--- src/rtl/bias_seq_pkg.sv ---
// Shared types and constants for the EG1D80V bias/bandgap power-up sequencer.
package bias_seq_pkg;

  typedef enum logic [2:0] {
    ST_OFF        = 3'd0,
    ST_STARTUP    = 3'd1,
    ST_SETTLE     = 3'd2,
    ST_WAIT_VALID = 3'd3,
    ST_READY      = 3'd4,
    ST_FAULT      = 3'd5
  } seqState_t;

  localparam int TRIM_BIAS_W = 4;
  localparam int TRIM_CURV_W = 5;
  localparam int TRIM_VBG_W  = 5;

  localparam int DEF_STARTUP_CYC   = 16;
  localparam int DEF_SETTLE_CYC    = 256;
  localparam int DEF_VALID_TIMEOUT = 1024;
  localparam int DEF_MAX_RETRY     = 3;
  localparam int DEF_CNT_W         = 12;

endpackage

--- src/rtl/bias_seq_sync.sv ---
// Two-flop synchronizer with a configurable reset value.
module bias_seq_sync #(
  parameter logic RST_VAL = 1'b1
) (
  input  logic clk,
  input  logic rst,
  input  logic d,
  output logic q
);

  logic meta;

  always_ff @(posedge clk or posedge rst) begin
    if (rst) begin
      meta <= RST_VAL;
      q    <= RST_VAL;
    end else begin
      meta <= d;
      q    <= meta;
    end
  end

endmodule

--- src/rtl/bias_bg_seq_ctrl.sv ---
// Power-up sequencer for the EG1D80V bias/bandgap macro: startup pulse, settle, valid wait, retry.
// Optional build macro TRIM_LIVE_UPDATE_EN: trims track config while READY, with a loss-of-valid grace window.
module bias_bg_seq_ctrl
  import bias_seq_pkg::*;
#(
  parameter int STARTUP_CYC   = DEF_STARTUP_CYC,
  parameter int SETTLE_CYC    = DEF_SETTLE_CYC,
  parameter int VALID_TIMEOUT = DEF_VALID_TIMEOUT,
  parameter int MAX_RETRY     = DEF_MAX_RETRY,
  parameter int CNT_W         = DEF_CNT_W
) (
  input  logic                   CLK_I,
  input  logic                   RST_I,
  input  logic                   REQ_EN_I,
  input  logic                   REQ_VBIAS_I,
  input  logic [TRIM_BIAS_W-1:0] TRIM_BIAS_CFG_I,
  input  logic [TRIM_CURV_W-1:0] TRIM_CURV_CFG_I,
  input  logic [TRIM_VBG_W-1:0]  TRIM_VBG_CFG_I,
  input  logic                   BG_VALID_N_I,
  output logic                   EN_O,
  output logic                   BG_STARTUP_O,
  output logic                   EN_VBIAS_O,
  output logic [TRIM_BIAS_W-1:0] TRIM_BIAS_O,
  output logic [TRIM_CURV_W-1:0] TRIM_CURV_O,
  output logic [TRIM_VBG_W-1:0]  TRIM_VBG_O,
  output logic                   READY_O,
  output logic                   FAIL_O,
  output logic [2:0]             STATE_O
);

  localparam logic [CNT_W-1:0] STARTUP_LOAD = CNT_W'(STARTUP_CYC - 1);
  localparam logic [CNT_W-1:0] SETTLE_LOAD  = CNT_W'(SETTLE_CYC - 1);
  localparam logic [CNT_W-1:0] TIMEOUT_LOAD = CNT_W'(VALID_TIMEOUT - 1);
  localparam logic [2:0]       RETRY_MAX    = 3'(MAX_RETRY);

  seqState_t        state;
  logic [CNT_W-1:0] cnt;
  logic [2:0]       retryCnt;
  logic             vnS;
  logic             lossPend;
  logic             graceAct;
  logic             lossNow;
  logic             failEvt;

  bias_seq_sync #(.RST_VAL(1'b1)) uValidSync (
    .clk (CLK_I),
    .rst (RST_I),
    .d   (BG_VALID_N_I),
    .q   (vnS)
  );

  assign STATE_O = state;

  // Loss needs vn_s high on two consecutive READY cycles; lossPend remembers the first one.
  always_comb begin
    lossNow = (state == ST_READY) && vnS && lossPend && !graceAct;
    failEvt = ((state == ST_WAIT_VALID) && vnS && (cnt == '0)) || lossNow;
  end

  always_ff @(posedge CLK_I or posedge RST_I) begin
    if (RST_I) begin
      state        <= ST_OFF;
      cnt          <= '0;
      retryCnt     <= '0;
      lossPend     <= 1'b0;
      graceAct     <= 1'b0;
      EN_O         <= 1'b0;
      BG_STARTUP_O <= 1'b0;
      EN_VBIAS_O   <= 1'b0;
      READY_O      <= 1'b0;
      FAIL_O       <= 1'b0;
      TRIM_BIAS_O  <= '0;
      TRIM_CURV_O  <= '0;
      TRIM_VBG_O   <= '0;
    end else if (!REQ_EN_I && (state != ST_FAULT)) begin
      // Dropping the request wins over everything except the sticky fault; trims are kept.
      state        <= ST_OFF;
      cnt          <= '0;
      retryCnt     <= '0;
      lossPend     <= 1'b0;
      graceAct     <= 1'b0;
      EN_O         <= 1'b0;
      BG_STARTUP_O <= 1'b0;
      EN_VBIAS_O   <= 1'b0;
      READY_O      <= 1'b0;
    end else begin
      case (state)
        ST_OFF: begin
          // Only reached with REQ_EN_I high, so this is the power-up edge.
          TRIM_BIAS_O  <= TRIM_BIAS_CFG_I;
          TRIM_CURV_O  <= TRIM_CURV_CFG_I;
          TRIM_VBG_O   <= TRIM_VBG_CFG_I;
          EN_O         <= 1'b1;
          BG_STARTUP_O <= 1'b1;
          retryCnt     <= '0;
          cnt          <= STARTUP_LOAD;
          state        <= ST_STARTUP;
        end
        ST_STARTUP: begin
          if (cnt == '0) begin
            BG_STARTUP_O <= 1'b0;
            cnt          <= SETTLE_LOAD;
            state        <= ST_SETTLE;
          end else begin
            cnt <= cnt - 1'b1;
          end
        end
        ST_SETTLE: begin
          if (cnt == '0) begin
            cnt   <= TIMEOUT_LOAD;
            state <= ST_WAIT_VALID;
          end else begin
            cnt <= cnt - 1'b1;
          end
        end
        ST_WAIT_VALID: begin
          if (!vnS) begin
            READY_O  <= 1'b1;
            retryCnt <= '0;
            cnt      <= '0;
            lossPend <= 1'b0;
            graceAct <= 1'b0;
            state    <= ST_READY;
          end else if (cnt != '0) begin
            cnt <= cnt - 1'b1;
          end
        end
        ST_READY: begin
          EN_VBIAS_O <= REQ_VBIAS_I;
          lossPend   <= vnS && !graceAct;
`ifdef TRIM_LIVE_UPDATE_EN
          // Any trim change reopens a settle-length window in which valid is not monitored.
          if ({TRIM_BIAS_CFG_I, TRIM_CURV_CFG_I, TRIM_VBG_CFG_I} !=
              {TRIM_BIAS_O, TRIM_CURV_O, TRIM_VBG_O}) begin
            TRIM_BIAS_O <= TRIM_BIAS_CFG_I;
            TRIM_CURV_O <= TRIM_CURV_CFG_I;
            TRIM_VBG_O  <= TRIM_VBG_CFG_I;
            graceAct    <= 1'b1;
            cnt         <= SETTLE_LOAD;
          end else if (graceAct) begin
            if (cnt == '0) begin
              graceAct <= 1'b0;
            end else begin
              cnt <= cnt - 1'b1;
            end
          end
`endif
        end
        ST_FAULT: begin
          if (!REQ_EN_I) begin
            FAIL_O   <= 1'b0;
            retryCnt <= '0;
            cnt      <= '0;
            state    <= ST_OFF;
          end
        end
        default: state <= ST_OFF;
      endcase

      // Shared failure path for valid timeout and loss of valid in READY.
      if (failEvt) begin
        READY_O    <= 1'b0;
        EN_VBIAS_O <= 1'b0;
        lossPend   <= 1'b0;
        graceAct   <= 1'b0;
        if (retryCnt < RETRY_MAX) begin
          retryCnt     <= retryCnt + 3'd1;
          BG_STARTUP_O <= 1'b1;
          cnt          <= STARTUP_LOAD;
          state        <= ST_STARTUP;
        end else begin
          EN_O         <= 1'b0;
          BG_STARTUP_O <= 1'b0;
          FAIL_O       <= 1'b1;
          cnt          <= '0;
          state        <= ST_FAULT;
        end
      end
    end
  end

endmodule

--- config.mk ---
export PLATFORM = sky130hd
export DESIGN_NAME = bias_bg_seq_ctrl
export DESIGN_NICKNAME = d
export VERILOG_FILES = /design/src/rtl/bias_seq_pkg.sv /design/src/rtl/bias_seq_sync.sv /design/src/rtl/bias_bg_seq_ctrl.sv
export SDC_FILE = /design/constraint.sdc
export NUM_CORES = 1
export LEC_CHECK = 0
export ABC_AREA = 1
export CORE_MARGIN = 2
export CORE_UTILIZATION = 40
export CTS_CLUSTER_DIAMETER = 200
export DETAILED_ROUTE_END_ITERATION = 10
export PLACE_DENSITY = 0.64
export SLEW_MARGIN = 15
export SYNTH_ARGS = -nofsm -noshare
export SYNTH_HDL_FRONTEND = slang
export SYNTH_SLANG_ARGS = --single-unit
--- constraint.sdc ---
create_clock -name CLK_I -period 2.2 [get_ports CLK_I]
set_clock_uncertainty 0.1 [all_clocks]
set_input_delay 0.22 -clock CLK_I [delete_from_list [all_inputs] [get_ports CLK_I]]
set_output_delay 0.22 -clock CLK_I [all_outputs]
set_load 0.05 [all_outputs]
Yosys cells after proc, flatten, opt, wreduce, memory -nomap -nowiden
Cells that the tools add are included.
{ "totals": {"ff_bits": 41, "mem_count": 0, "mem_bits_rw": 0, "output_inout_bits": 22, "latch_bits": 0, "rom_bits": 0} }
{ "classes": {"bitwise_logic": 1, "magnitude_cmp": 1, "n_reduce_logical": 24, "div_mod_pow": 0, "eq_ne": 13, "n_addsub": 2, "n_shift": 0, "muxes": 50, "n_mul": 0} }
{ "op_table": {"columns": ["cell", "count"], "rows": [
  ["2-to-1 mux 12 bit", 7],
  ["one-hot mux 12 bit (5 select lines)", 1],
  ["2-to-1 mux 3 bit", 12],
  ["2-to-1 mux 1 bit", 25],
  ["one-hot mux 3 bit (6 select lines)", 1],
  ["!= test 4 bit (second input constant)", 4],
  ["zero test 12 bit", 1],
  ["nonzero test 12 bit", 1],
  ["subtractor 12 x 1 -> 12 bit (second input constant)", 1],
  ["one-hot mux 3 bit (3 select lines)", 1],
  ["AND reduction 2 bit", 4],
  ["nonzero test 4 bit", 2],
  ["logical AND 1 bit", 7],
  ["nonzero test 7 bit", 1],
  ["== test 3 x 2 -> 1 bit (second input constant)", 2],
  ["== test 3 bit (second input constant)", 2],
  ["!= test 3 bit (second input constant)", 2],
  ["nonzero test 3 bit", 2],
  ["!= test 5 bit (second input constant)", 1],
  ["AND reduction 5 bit", 1],
  ["2-to-1 mux 4 bit", 1],
  ["one-hot mux 1 bit (2 select lines)", 2],
  ["adder 3 x 1 -> 3 bit (second input constant)", 1],
  ["== test 3 x 1 -> 1 bit (second input constant)", 1],
  ["7 further kinds", 8]
]} }

Logic depth before layout (Yosys ltp)
{ "depth": {"depth_word": 7, "ltp_mapped": 11, "ltp_nobuf": 11} }

Modules after synthesis
From an unflattened synthesis, not the netlist that was laid out.
{ "hier_totals": {"hier_cells": 272, "area_unflattened_um2": 2244.7} }
{ "modules_own_cells": {"columns": ["module", "area_per_inst_um2", "n_inst", "cells_per_inst"], "rows": [
  ["bias_bg_seq_ctrl", 2188.3, 1, 269],
  ["bias_seq_sync", 56.3, 1, 3]
]} }

Worst setup path after synthesis
OpenSTA, ideal clock, no wires.
{ "synth_timing": {"kind": "reg-to-reg", "from": "reg state[1], in the netlist STATE_O[1]", "to": "reg TRIM_BIAS_O[0]", "setup_slack_ns": 0.272, "path_stages_with_launch": 8, "t_arrival_ns": 1.703, "t_required_ns": 1.975, "setup_ns": 0.125, "n_path_buf": 2, "path_cell_list": "dfrtp_1 buf_4 inv_2 nand2_1 inv_2 nand2_1 buf_4 mux2_2"} }
{ "synth_between": {"elab_chain_cells": 4, "elab_cells_between_ends": 5} }
{ "synth_rtl": {"columns": ["item", "line", "rtl"], "rows": [
  ["start: declaration", "bias_bg_seq_ctrl.sv:36", "seqState_t state;"],
  ["start signal: assignment", "bias_bg_seq_ctrl.sv:62", "state <= ST_OFF;"],
  ["start signal: assignment", "bias_bg_seq_ctrl.sv:77", "state <= ST_OFF;"],
  ["start signal: assignment", "bias_bg_seq_ctrl.sv:97", "state <= ST_STARTUP;"],
  ["!= test 3 bit", "bias_bg_seq_ctrl.sv:75", "end else if (!REQ_EN_I && (state != ST_FAULT)) begin"],
  ["logical AND 1 bit", "bias_bg_seq_ctrl.sv:75", null],
  ["inverter 1 bit (no line)", null, null],
  ["AND reduction 2 bit (no line) *", null, null],
  ["end signal: assignment", "bias_bg_seq_ctrl.sv:72", "TRIM_BIAS_O <= '0;"],
  ["end signal: assignment", "bias_bg_seq_ctrl.sv:90", "TRIM_BIAS_O <= TRIM_BIAS_CFG_I;"],
  ["end: declaration", "bias_bg_seq_ctrl.sv:23", "output logic [TRIM_BIAS_W-1:0] TRIM_BIAS_O,"]
]} }
Every way passes the cells marked *; elsewhere a longest branch is shown, timed or not.
A chain may end at the register's enable or synchronous reset.

Final worst setup path
{ "layout_timing": {"from": "reg state[1], in the netlist STATE_O[1]", "to": "out STATE_O[1]"} }
{ "layout_rtl": {"columns": ["item", "line", "rtl"], "rows": [
  ["end: declaration", "bias_bg_seq_ctrl.sv:28", "output logic [2:0] STATE_O"]
]} }
No word-level cell between the ends.

==> metrics.csv <==
stage;metric;value;unit
worst_setup_path;CP top delay family;buffers and inverters;
timing;final worst setup slack;0.122;ns
floorplan;starting density of the core;41.4;%
clock_tree;# hold bufs at CTS;0;
worst_setup_path;CP bufs+invs;1;
floorplan;die area;0.00628;mm^2
clock_tree;TritonCTS Buffers;5;
worst_setup_path;R2R Path Start;cnt[0]$_DFFE_PP0P_;
timing;slew margin rel.;62.3;%
layout;layout cell share with drive strength beyond 1;20.4;%
worst_hold_path;Endpoint, Worst Hold;uValidSync.meta$_DFF_PP1_;
layout;total inserted antenna cells;0;
floorplan;die width;79.2;um
routing;Via-to-Cell Ratio;4.88;
pwr;Combinational Power Share;57.2;%
layout;most frequent cells in the layout;nand2_1 (64), clkdlybuf4s50_1 (40), dfrtp_1 (38);
timing;RSZ-0062 raised after global routing;false;
clock_tree;worst-case clock buffer depth;2;
floorplan;Die Ht;79.2;um
pwr;switching power;0.00203;W
timing;minimum clock period;2.08;ns
grt;initial antenna violation count;0;
worst_setup_path;critical path's slowest cell;clkdlybuf4s50_1;
clock_tree;clock-pin slew on the worst setup and hold paths;0.09;ns
worst_setup_path;Reg2Reg Depth;11;
run_status;outcome;finished clean;
logic_synthesis;Mapped Cells;262;
pwr;Flop pwr share;27.8;%
layout;P&R area growth vs syn;27.7;%
worst_setup_path;Worst R2R End;cnt[2]$_DFFE_PP0P_;
worst_setup_path;CP required;1.88;ns
placed_design;RePlAce Congestion;0.891;
worst_setup_path;Crit Path Max Fanout;9;
pwr;Power Internal;0.00214;W
placed_design;Final HPWL DP;3850;um
routing;Pre-antenna DRT Iters;4;
worst_setup_path;CP Capture Type;primary output;
placed_design;# port buffers;40;
clock_tree;CTS tree;yes;
clock_tree;# Post-CTS Setup Buffers;0;
floorplan;Core ar.;0.00547;mm^2
clock_tree;CTS root buf;clkbuf_8;
pwr;switch share;48.6;%
worst_hold_path;hold path cells;1;
pwr;Leakage;1.39;nW
logic_synthesis;syn avg cell area;8.64;um^2
worst_setup_path;crit-path cells;clkdlybuf4s50_1;
logic_synthesis;YS warnings;0;
timing;post-route clock period utilization;94.5;%
routing;routed wire length;5030;um
logic_synthesis;net count after synthesis;284;
clock_tree;Max H-tree Level;2;
floorplan;Ports;41;
clock_tree;clock sinks;40;
layout;commonest non-fill, non-tap cell in the layout;nand2_1;
routing;Vias;1879;
run;Max-cap violations;0;
worst_hold_path;HP Start;BG_VALID_N_I;
timing;final setup TNS;0;ns
routing;Detailed Route Iter0 Violations;112;
timing;f_max;481;MHz
grt;vias in the first global route;1900;
floorplan;Std-Cell Rows;27;
pwr;clock power share;15.0;%
grt;largest net degree at the start of global routing;41;
pwr;power per standard cell area;1440;mW/mm^2
grt;first-pass GRT wire length;8630;um
clock_tree;clock network latency to the later pin of the worst-skew pair;0.30;ns
placed_design;pre-CTS setup slack;0.372;ns
timing;Setup violations, final;0;
worst_setup_path;crit path DAT;1.76;ns
logic_synthesis;Synth Cell Area;0.00226;mm^2
routing;drt wl/cell;13.1;um
worst_setup_path;startpoint class of the critical path;flop;
worst_hold_path;Hold/Removal Path Class;in2reg;
timing;Slew Viols, Final;0;
routing;Detail Route Antenna Nets;0;
layout;fill cell count;542;
worst_setup_path;Setup Crit Path Kind;reg2out;
grt;global route overflow;0;
logic_synthesis;sequential share of the synthesized area;44.3;%
timing;Fin. Hold Viols;0;
layout;Final #Nets;334;
clock_tree;PostCTS Resize Cnt;0;
layout;Core Util, Final;52.9;%
routing;Post-route DRC;0;
logic_synthesis;flops & latches, synth;40;
timing;worst slew pin tran;0.565;ns
worst_setup_path;Reg2Reg Setup Slack;0.36;ns
grt;GRT Total Usage;17.6;%
logic_synthesis;Synth cell types;31;
worst_setup_path;CP max stage delay;0.88;ns
pwr;maximum vdd drop;0.000961;V
-- cell usage after synthesis, drive strengths merged --
| library cell | number | area share [%] |
|---|---|---|
| nor2 | 34 | 7.7 |
| dfrtp | 38 | 42 |
| inv | 32 | 5.3 |
| o211ai | 3 | 0.99 |
| nand2 | 76 | 15 |
| or2 | 1 | 0.28 |
| nand4 | 2 | 0.55 |
| ha | 3 | 1.7 |
| buf | 2 | 0.66 |
| nand3 | 18 | 5.7 |
| a311oi | 1 | 1.2 |
| o21ai | 15 | 3.3 |
| xnor2 | 1 | 0.39 |
| nor3 | 2 | 0.66 |
| xor2 | 7 | 2.7 |
| dfstp | 2 | 2.3 |
| a21oi | 9 | 2.3 |
| mux2 | 14 | 7.0 |
| o311ai | 1 | 0.39 |
| a31oi | 1 | 0.28 |
-- power groups by stage --
stage	combinational, W	sequential, W	clock (W)
floorplan	0.00113	0.00176	0
global placement	0.00240	0.00116	0
detailed placement	0.00239	0.00117	0
CTS	0.00241	0.00116	0.000650
global route	0.00258	0.00119	0.000677
finish	0.00239	0.00116	0.000627
-- worst max-delay path by stage --
stage / from / endpoint / slack [ns] / cells past startpoint
after floorplan: STATE_O[1]$_DFFE_PP0P_ / TRIM_BIAS_O[0]$_DFFE_PP0P_ / 0.27 / 7
after global placement: REQ_EN_I / cnt[2]$_DFFE_PP0P_ / 0.36 / 6
after detailed placement: cnt[0]$_DFFE_PP0P_ / cnt[3]$_DFFE_PP0P_ / 0.37 / 11
after CTS: STATE_O[1]$_DFFE_PP0P_ / STATE_O[1] / 0.12 / 1
after global routing: STATE_O[1]$_DFFE_PP0P_ / STATE_O[1] / 0.09 / 1
final: STATE_O[1]$_DFFE_PP0P_ / STATE_O[1] / 0.12 / 1
-- logic make-up (layout without fill, tap and decap cells) --
group / Yosys count / after routing / synth area share (%)
XOR/XNOR: 8 / 8 / 3.09
flip-flops: 40 / 40 / 44.3
AO/OA/AOI/OAI: 30 / 30 / 8.45
buffers and inverters: 34 / 85 / 5.97
AND/OR/NAND/NOR: 133 / 133 / 29.6
adder cells (fa/ha/maj): 3 / 3 / 1.66
multiplexers: 14 / 14 / 6.96
-- through the flow --
step	total power [W]	hold WS [ns]	area, um^2	std cells
final	0.00417	0.215	2890	385
after detailed placement	0.00357	0.247	2780	377
after CTS	0.00422	0.209	2890	385
after floorplan	0.00289	0.124	2260	262
after global routing	0.00445	0.205	2890	385
after global placement	0.00356	0.246	2780	377
-- sequential cells by signal (all words and copies together) (netlist names), 3 cells and up --
register / cells
cnt: 12
TRIM_CURV_O: 5
TRIM_VBG_O: 5
TRIM_BIAS_O: 4
STATE_O: 3
retryCnt: 3
-- area by class of cell --
type                       instances  area (um^2)  share of cell area (%)
sequential                        40         1000                    34.7
timing repair buffer              45          438                    15.1
clock buffer                       5         68.8                    2.38
tap                               72         90.1                    3.11
inverter                          32          120                    4.15
multi-input combinational        188         1130                    38.9
clock inverter                     3         46.3                    1.60
-- per-layer routing --
metal / routed length, um / vias up / part of all wire (%) / global-route usage [%]
li1: - / 940 / - / -
met1: 2270 / 890 / 45 / 22.3
met2: 2400 / 33 / 48 / 28.5
met3: 211 / 16 / 4.2 / 4.32
met4: 151 / 0 / 3.0 / 7.76
met5: 0 / - / 0 / 0
Note: power is estimated with default switching activity, not from simulation.
==> RTL edit 1: new RTL, config.mk and constraints unchanged <==
Set the package constant `TRIM_CURV_W` to 10 (it was 5).
--- a/src/rtl/bias_seq_pkg.sv
+++ b/src/rtl/bias_seq_pkg.sv
@@ -11,7 +11,7 @@
   } seqState_t;
 
   localparam int TRIM_BIAS_W = 4;
-  localparam int TRIM_CURV_W = 5;
+  localparam int TRIM_CURV_W = 10;
   localparam int TRIM_VBG_W  = 5;
 
   localparam int DEF_STARTUP_CYC   = 16;
Ports: changed (resized TRIM_CURV_CFG_I and TRIM_CURV_O); port bits go from 41 to 51. The function was not compared with the original's and may differ.
==> RTL edit 1 against the original RTL <==
Final area is 8.0% higher. Utilization is 0.20 points higher. Die area is 7.1% higher. Routed wire length is 5.9% higher. Worst setup slack better by 0.054 ns. Sequential cell count is 5 higher. Area after synthesis is 7.5% higher. Power is 15% higher. Critical path depth stayed put. Cell count is 6.8% higher. Critical endpoint is now STATE_O[2]. Highest routed layer unchanged.
==> RTL edit 1: results (changes against the original RTL) <==
Parameter                              Value

Status
  Result of the run    finished, final reports clean

Worst setup path
  Worst-case reg-to-reg path depth    9 (-2)
  Critical Path AT    1.70 ns (-0.06 ns)
  Largest fanout on the critical path    8 (-1)

Timing
  Actual transition at the worst max-transition pin    0.528 ns (-0.0367 ns)

Global route
  Met1 Usage GRT    0.230 (+0.00667)
  Total track usage    0.177 (+0.000714)
  Wire length of the first global-routing pass    9170 um (+6.3%)
  Number of global-route vias before repair    2032 (+6.9%)
  Global-route met3 utilization    0.0648 (+0.0217)
  Met2 track demand over resource    0.280 (-0.00426)
  Maximum number of pins on one net before global-route repair    46 (+12%)

Placed design
  Cell Area, Placed    3030 sq um (+9.2%)
  Place WS    0.352 ns (-0.0202 ns)
  HPWL after detailed placement    3880 um (+0.57%)
  Final RePlAce weighted congestion    0.831 (-6.7%)
  Input/output buffers    50 (+25%)

Synthesis
  Leading post-synthesis cells by instance count    72 x sky130_fd_sc_hd__nand2_1, 43 x sky130_fd_sc_hd__dfrtp_1, 25 x sky130_fd_sc_hd__inv_1, 25 x sky130_fd_sc_hd__nand3_1, 21 x sky130_fd_sc_hd__nor2_1
  Leading cell types by total area after synthesis    sky130_fd_sc_hd__dfrtp_1 44%, sky130_fd_sc_hd__nand2_1 11%, sky130_fd_sc_hd__mux2_2 6.0%, sky130_fd_sc_hd__nand3_1 5.1%, sky130_fd_sc_hd__inv_1 3.9%
  FFs w/ async S/R, synth    1.00 (unchanged)
  Seq/Total Area, Yosys    0.464 (+0.0204)
  Net Count, Synth    306 (+7.7%)
  Synth unique cells    34 (+9.7%)

Drt
  Vias/cell    5.01 (+2.6%)
  Number of optimization iterations in the first detailed-route pass    5 (+1)
  Number of design-rule violations left by the first detailed-router iteration    109 (-2.7%)
  Final Routed Wirelength    5320 um (+5.9%)

Cells and area
  Largest registers    cnt x12, TRIM_CURV_O x10, TRIM_VBG_O x5
  Ratio of cells with drive above 1 in the final layout    0.176 (-0.0289)
  Final net count    362 (+8.4%)

Hold path
  Type of the tightest min-delay check    input pin to asynchronous set/reset pin

CTS
  Setup bufs post-CTS    0 (unchanged)
  Number of buffers inserted during clock tree synthesis    5 (unchanged)

Power
  Worst IR Drop VDD    0.883 mV (-8.1%)
  Leakage power    1.51 nW (+8.5%)
-- RTL edit 1: changes by cell type in the layout (fill, tap and decap cells not counted), moves of 5 or more --
| cell | change |
|---|---|
| sky130_fd_sc_hd__clkdlybuf4s50_1 | +10 |
| sky130_fd_sc_hd__buf_4 | -5 |
| sky130_fd_sc_hd__mux2_4 | +6 |
| sky130_fd_sc_hd__nand3_1 | +12 |
| sky130_fd_sc_hd__mux2_1 | -5 |
| sky130_fd_sc_hd__dfrtp_1 | +5 |
| sky130_fd_sc_hd__nand2_1 | +8 |
-- RTL edit 1: final timing paths --
check                           startpoint         endpoint  slack (ns)
max                             STATE_O[2]       STATE_O[2]        0.18
min                                  RST_I   TRIM_BIAS_O[2]        0.17
max reg2reg                     STATE_O[0]       STATE_O[2]        0.32
min reg2reg                uValidSync.meta     uValidSync.q        0.26
max in group asynchronous            RST_I  uValidSync.meta        1.57
min in group CLK_I            BG_VALID_N_I  uValidSync.meta        0.22
-- RTL edit 1: cell type report --
type | instances | area (sq um) | share of cell area
multi-input cells | 199 | 1170 | 0.373
flip-flops and latches | 45 | 1130 | 0.361
repair buffers | 51 | 520 | 0.167
inverters | 33 | 124 | 0.0397
well taps | 75 | 93.8 | 0.0300
clock buffers | 5 | 68.8 | 0.0220
clock inverters | 3 | 21.3 | 0.00681
-- RTL edit 1: layer usage --
layer / up-vias / routed length (um) / share of wire
met2: 75 / 2360 / 0.44
met4: 0 / 62 / 0.012
met3: 7 / 406 / 0.076
li1: 1021 / - / -
met5: - / 0 / 0
met1: 956 / 2490 / 0.47
-- RTL edit 1: logic make-up after synthesis --
family	count (synthesis)	share of synthesized area
buffers and inverters	35	0.0576
adder cells (fa/ha/maj)	3	0.0154
XOR/XNOR	4	0.0144
flip-flops	45	0.464
multiplexers	19	0.0971
AND/OR/NAND/NOR	143	0.278
AO/OA/AOI/OAI	30	0.0740
-- RTL edit 1: report_power, final --
group / leakage, nW / total, mW / internal (mW) / switching, mW
clock: 0.0445 / 0.530 / 0.226 / 0.304
combinational: 0.900 / 2.91 / 1.04 / 1.87
sequential: 0.562 / 1.37 / 1.14 / 0.232
-- RTL edit 1: stage by stage --
step	utilization	hold slack, ns	instances
2_1_floorplan	-	0.124	279
3_3_place_gp	0.515	0.246	403
3_5_place_dp	0.515	0.250	403
4_1_cts	0.531	0.169	411
5_1_grt	0.531	0.177	411
6_report	0.531	0.166	411
==> RTL edit 2: new RTL, same flow settings <==
Without the edit above. Reset style: synchronous (`RST_I` and `rst`), changed in 2 clocked blocks.
--- a/src/rtl/bias_seq_sync.sv
+++ b/src/rtl/bias_seq_sync.sv
@@ -10,7 +10,7 @@
 
   logic meta;
 
-  always_ff @(posedge clk or posedge rst) begin
+  always_ff @(posedge clk) begin
     if (rst) begin
       meta <= RST_VAL;
       q    <= RST_VAL;
--- a/src/rtl/bias_bg_seq_ctrl.sv
+++ b/src/rtl/bias_bg_seq_ctrl.sv
@@ -57,7 +57,7 @@
     failEvt = ((state == ST_WAIT_VALID) && vnS && (cnt == '0)) || lossNow;
   end
 
-  always_ff @(posedge CLK_I or posedge RST_I) begin
+  always_ff @(posedge CLK_I) begin
     if (RST_I) begin
       state        <= ST_OFF;
       cnt          <= '0;
Formal check against the unedited RTL: differs if RST_I is asserted again (counterexample within 4 cycles, from zero or initial values and one cycle with RST_I high); with RST_I held inactive, the same outputs for 10 cycles.
==> RTL edit 2 against the original RTL <==
Area after synthesis is 0.61% lower. Sequential cell count did not move. Worst setup slack worse by 0.0079 ns. Routed wire length rose by 11%. Final area down 2.1%. Via count increased by 13%. Synthesized cell count increased by 18%. Critical endpoint is now STATE_O[0].
Power is not compared: it rests on default switching activity, and its combinational part moved more than twofold at a synthesized area within 25%.
==> RTL edit 2: results (changes against the original RTL) <==
Parameter                              Value

Status
  Result of the run    finished, final reports clean

Drt
  Met1 routed wirelength after detailed routing    2530 um (+11%)
  Number of design-rule violations left by the first detailed-router iteration    107 (-4.5%)
  Vias/cell    5.02 (+2.8%)
  Wire length on met3    347 um (+64%)
  Amount of wire on met2 after detailed routing    2650 um (+11%)

Hold path
  Type of the tightest min-delay check    flop to flop
  Hold path endpoint    uValidSync.q
  Startpoint of the worst hold path    uValidSync.meta

Synthesis
  Leading post-synthesis cells by instance count    73 x sky130_fd_sc_hd__nand2_1, 40 x sky130_fd_sc_hd__dfxtp_1, 40 x sky130_fd_sc_hd__nor2_1
  Mean instance size in the synthesized netlist    7.28 sq um (-16%)
  Seq/Total Area, Yosys    0.356 (-0.0873)
  FFs w/ async S/R, synth    0 (-1.00)
  Top flip-flop cell by instance count after synthesis    sky130_fd_sc_hd__dfxtp_1

Global route
  Met1 Usage GRT    0.244 (+0.0206)
  Number of global-route vias before repair    2054 (+8.1%)
  Total track usage    0.192 (+0.0158)
  Met2 track demand over resource    0.321 (+0.0364)
  Maximum number of pins on one net before global-route repair    18 (-56%)
  Wire length of the first global-routing pass    9490 um (+10%)

Placed design
  Final RePlAce weighted congestion    0.867 (-2.7%)
  HPWL after detailed placement    4090 um (+6.3%)
  Place WS    0.134 ns (-0.238 ns)
  Inst Count DP    414 (+9.8%)

Cells and area
  Final Non-Filler Cells    424 (+10%)
  Final net count    373 (+12%)
  Fill cell total of the finished layout    586 (+8.1%)

Worst setup path
  Startpoint of the lowest-slack register-to-register path    cnt[0]
  End of the worst register-to-register path    STATE_O[0]
  Launch point of the critical path    STATE_O[0]

Timing
  Least setup slack across all paths after layout    0.114 ns (-0.00789 ns)
==> RTL edit 2: cell families (layout without fill, tap and decap cells) <==
logic type	Yosys count	count (layout)	share of synthesized area
flip-flops	40	40	0.356
AO/OA/AOI/OAI	48	48	0.128
adder cells (fa/ha/maj)	3	3	0.0167
AND/OR/NAND/NOR	178	178	0.401
XOR/XNOR	7	7	0.0272
buffers and inverters	33	76	0.0706
==> RTL edit 2: final cells by class <==
type	instances	area, sq um	share of cell area
clock buffers	5	68.8	0.0243
clock inverters	3	42.5	0.0150
inverters	23	91.3	0.0323
multi-input cells	236	1300	0.459
flip-flops and latches	40	801	0.283
well taps	72	90.1	0.0318
repair buffers	45	438	0.155
==> RTL edit 2: worst max path at each step <==
stage,end,cells past startpoint
2_1_floorplan,cnt[1],11
3_3_place_gp,cnt[0],9
3_5_place_dp,cnt[10],9
4_1_cts,STATE_O[0],1
5_1_grt,STATE_O[0],1
6_report,STATE_O[0],1
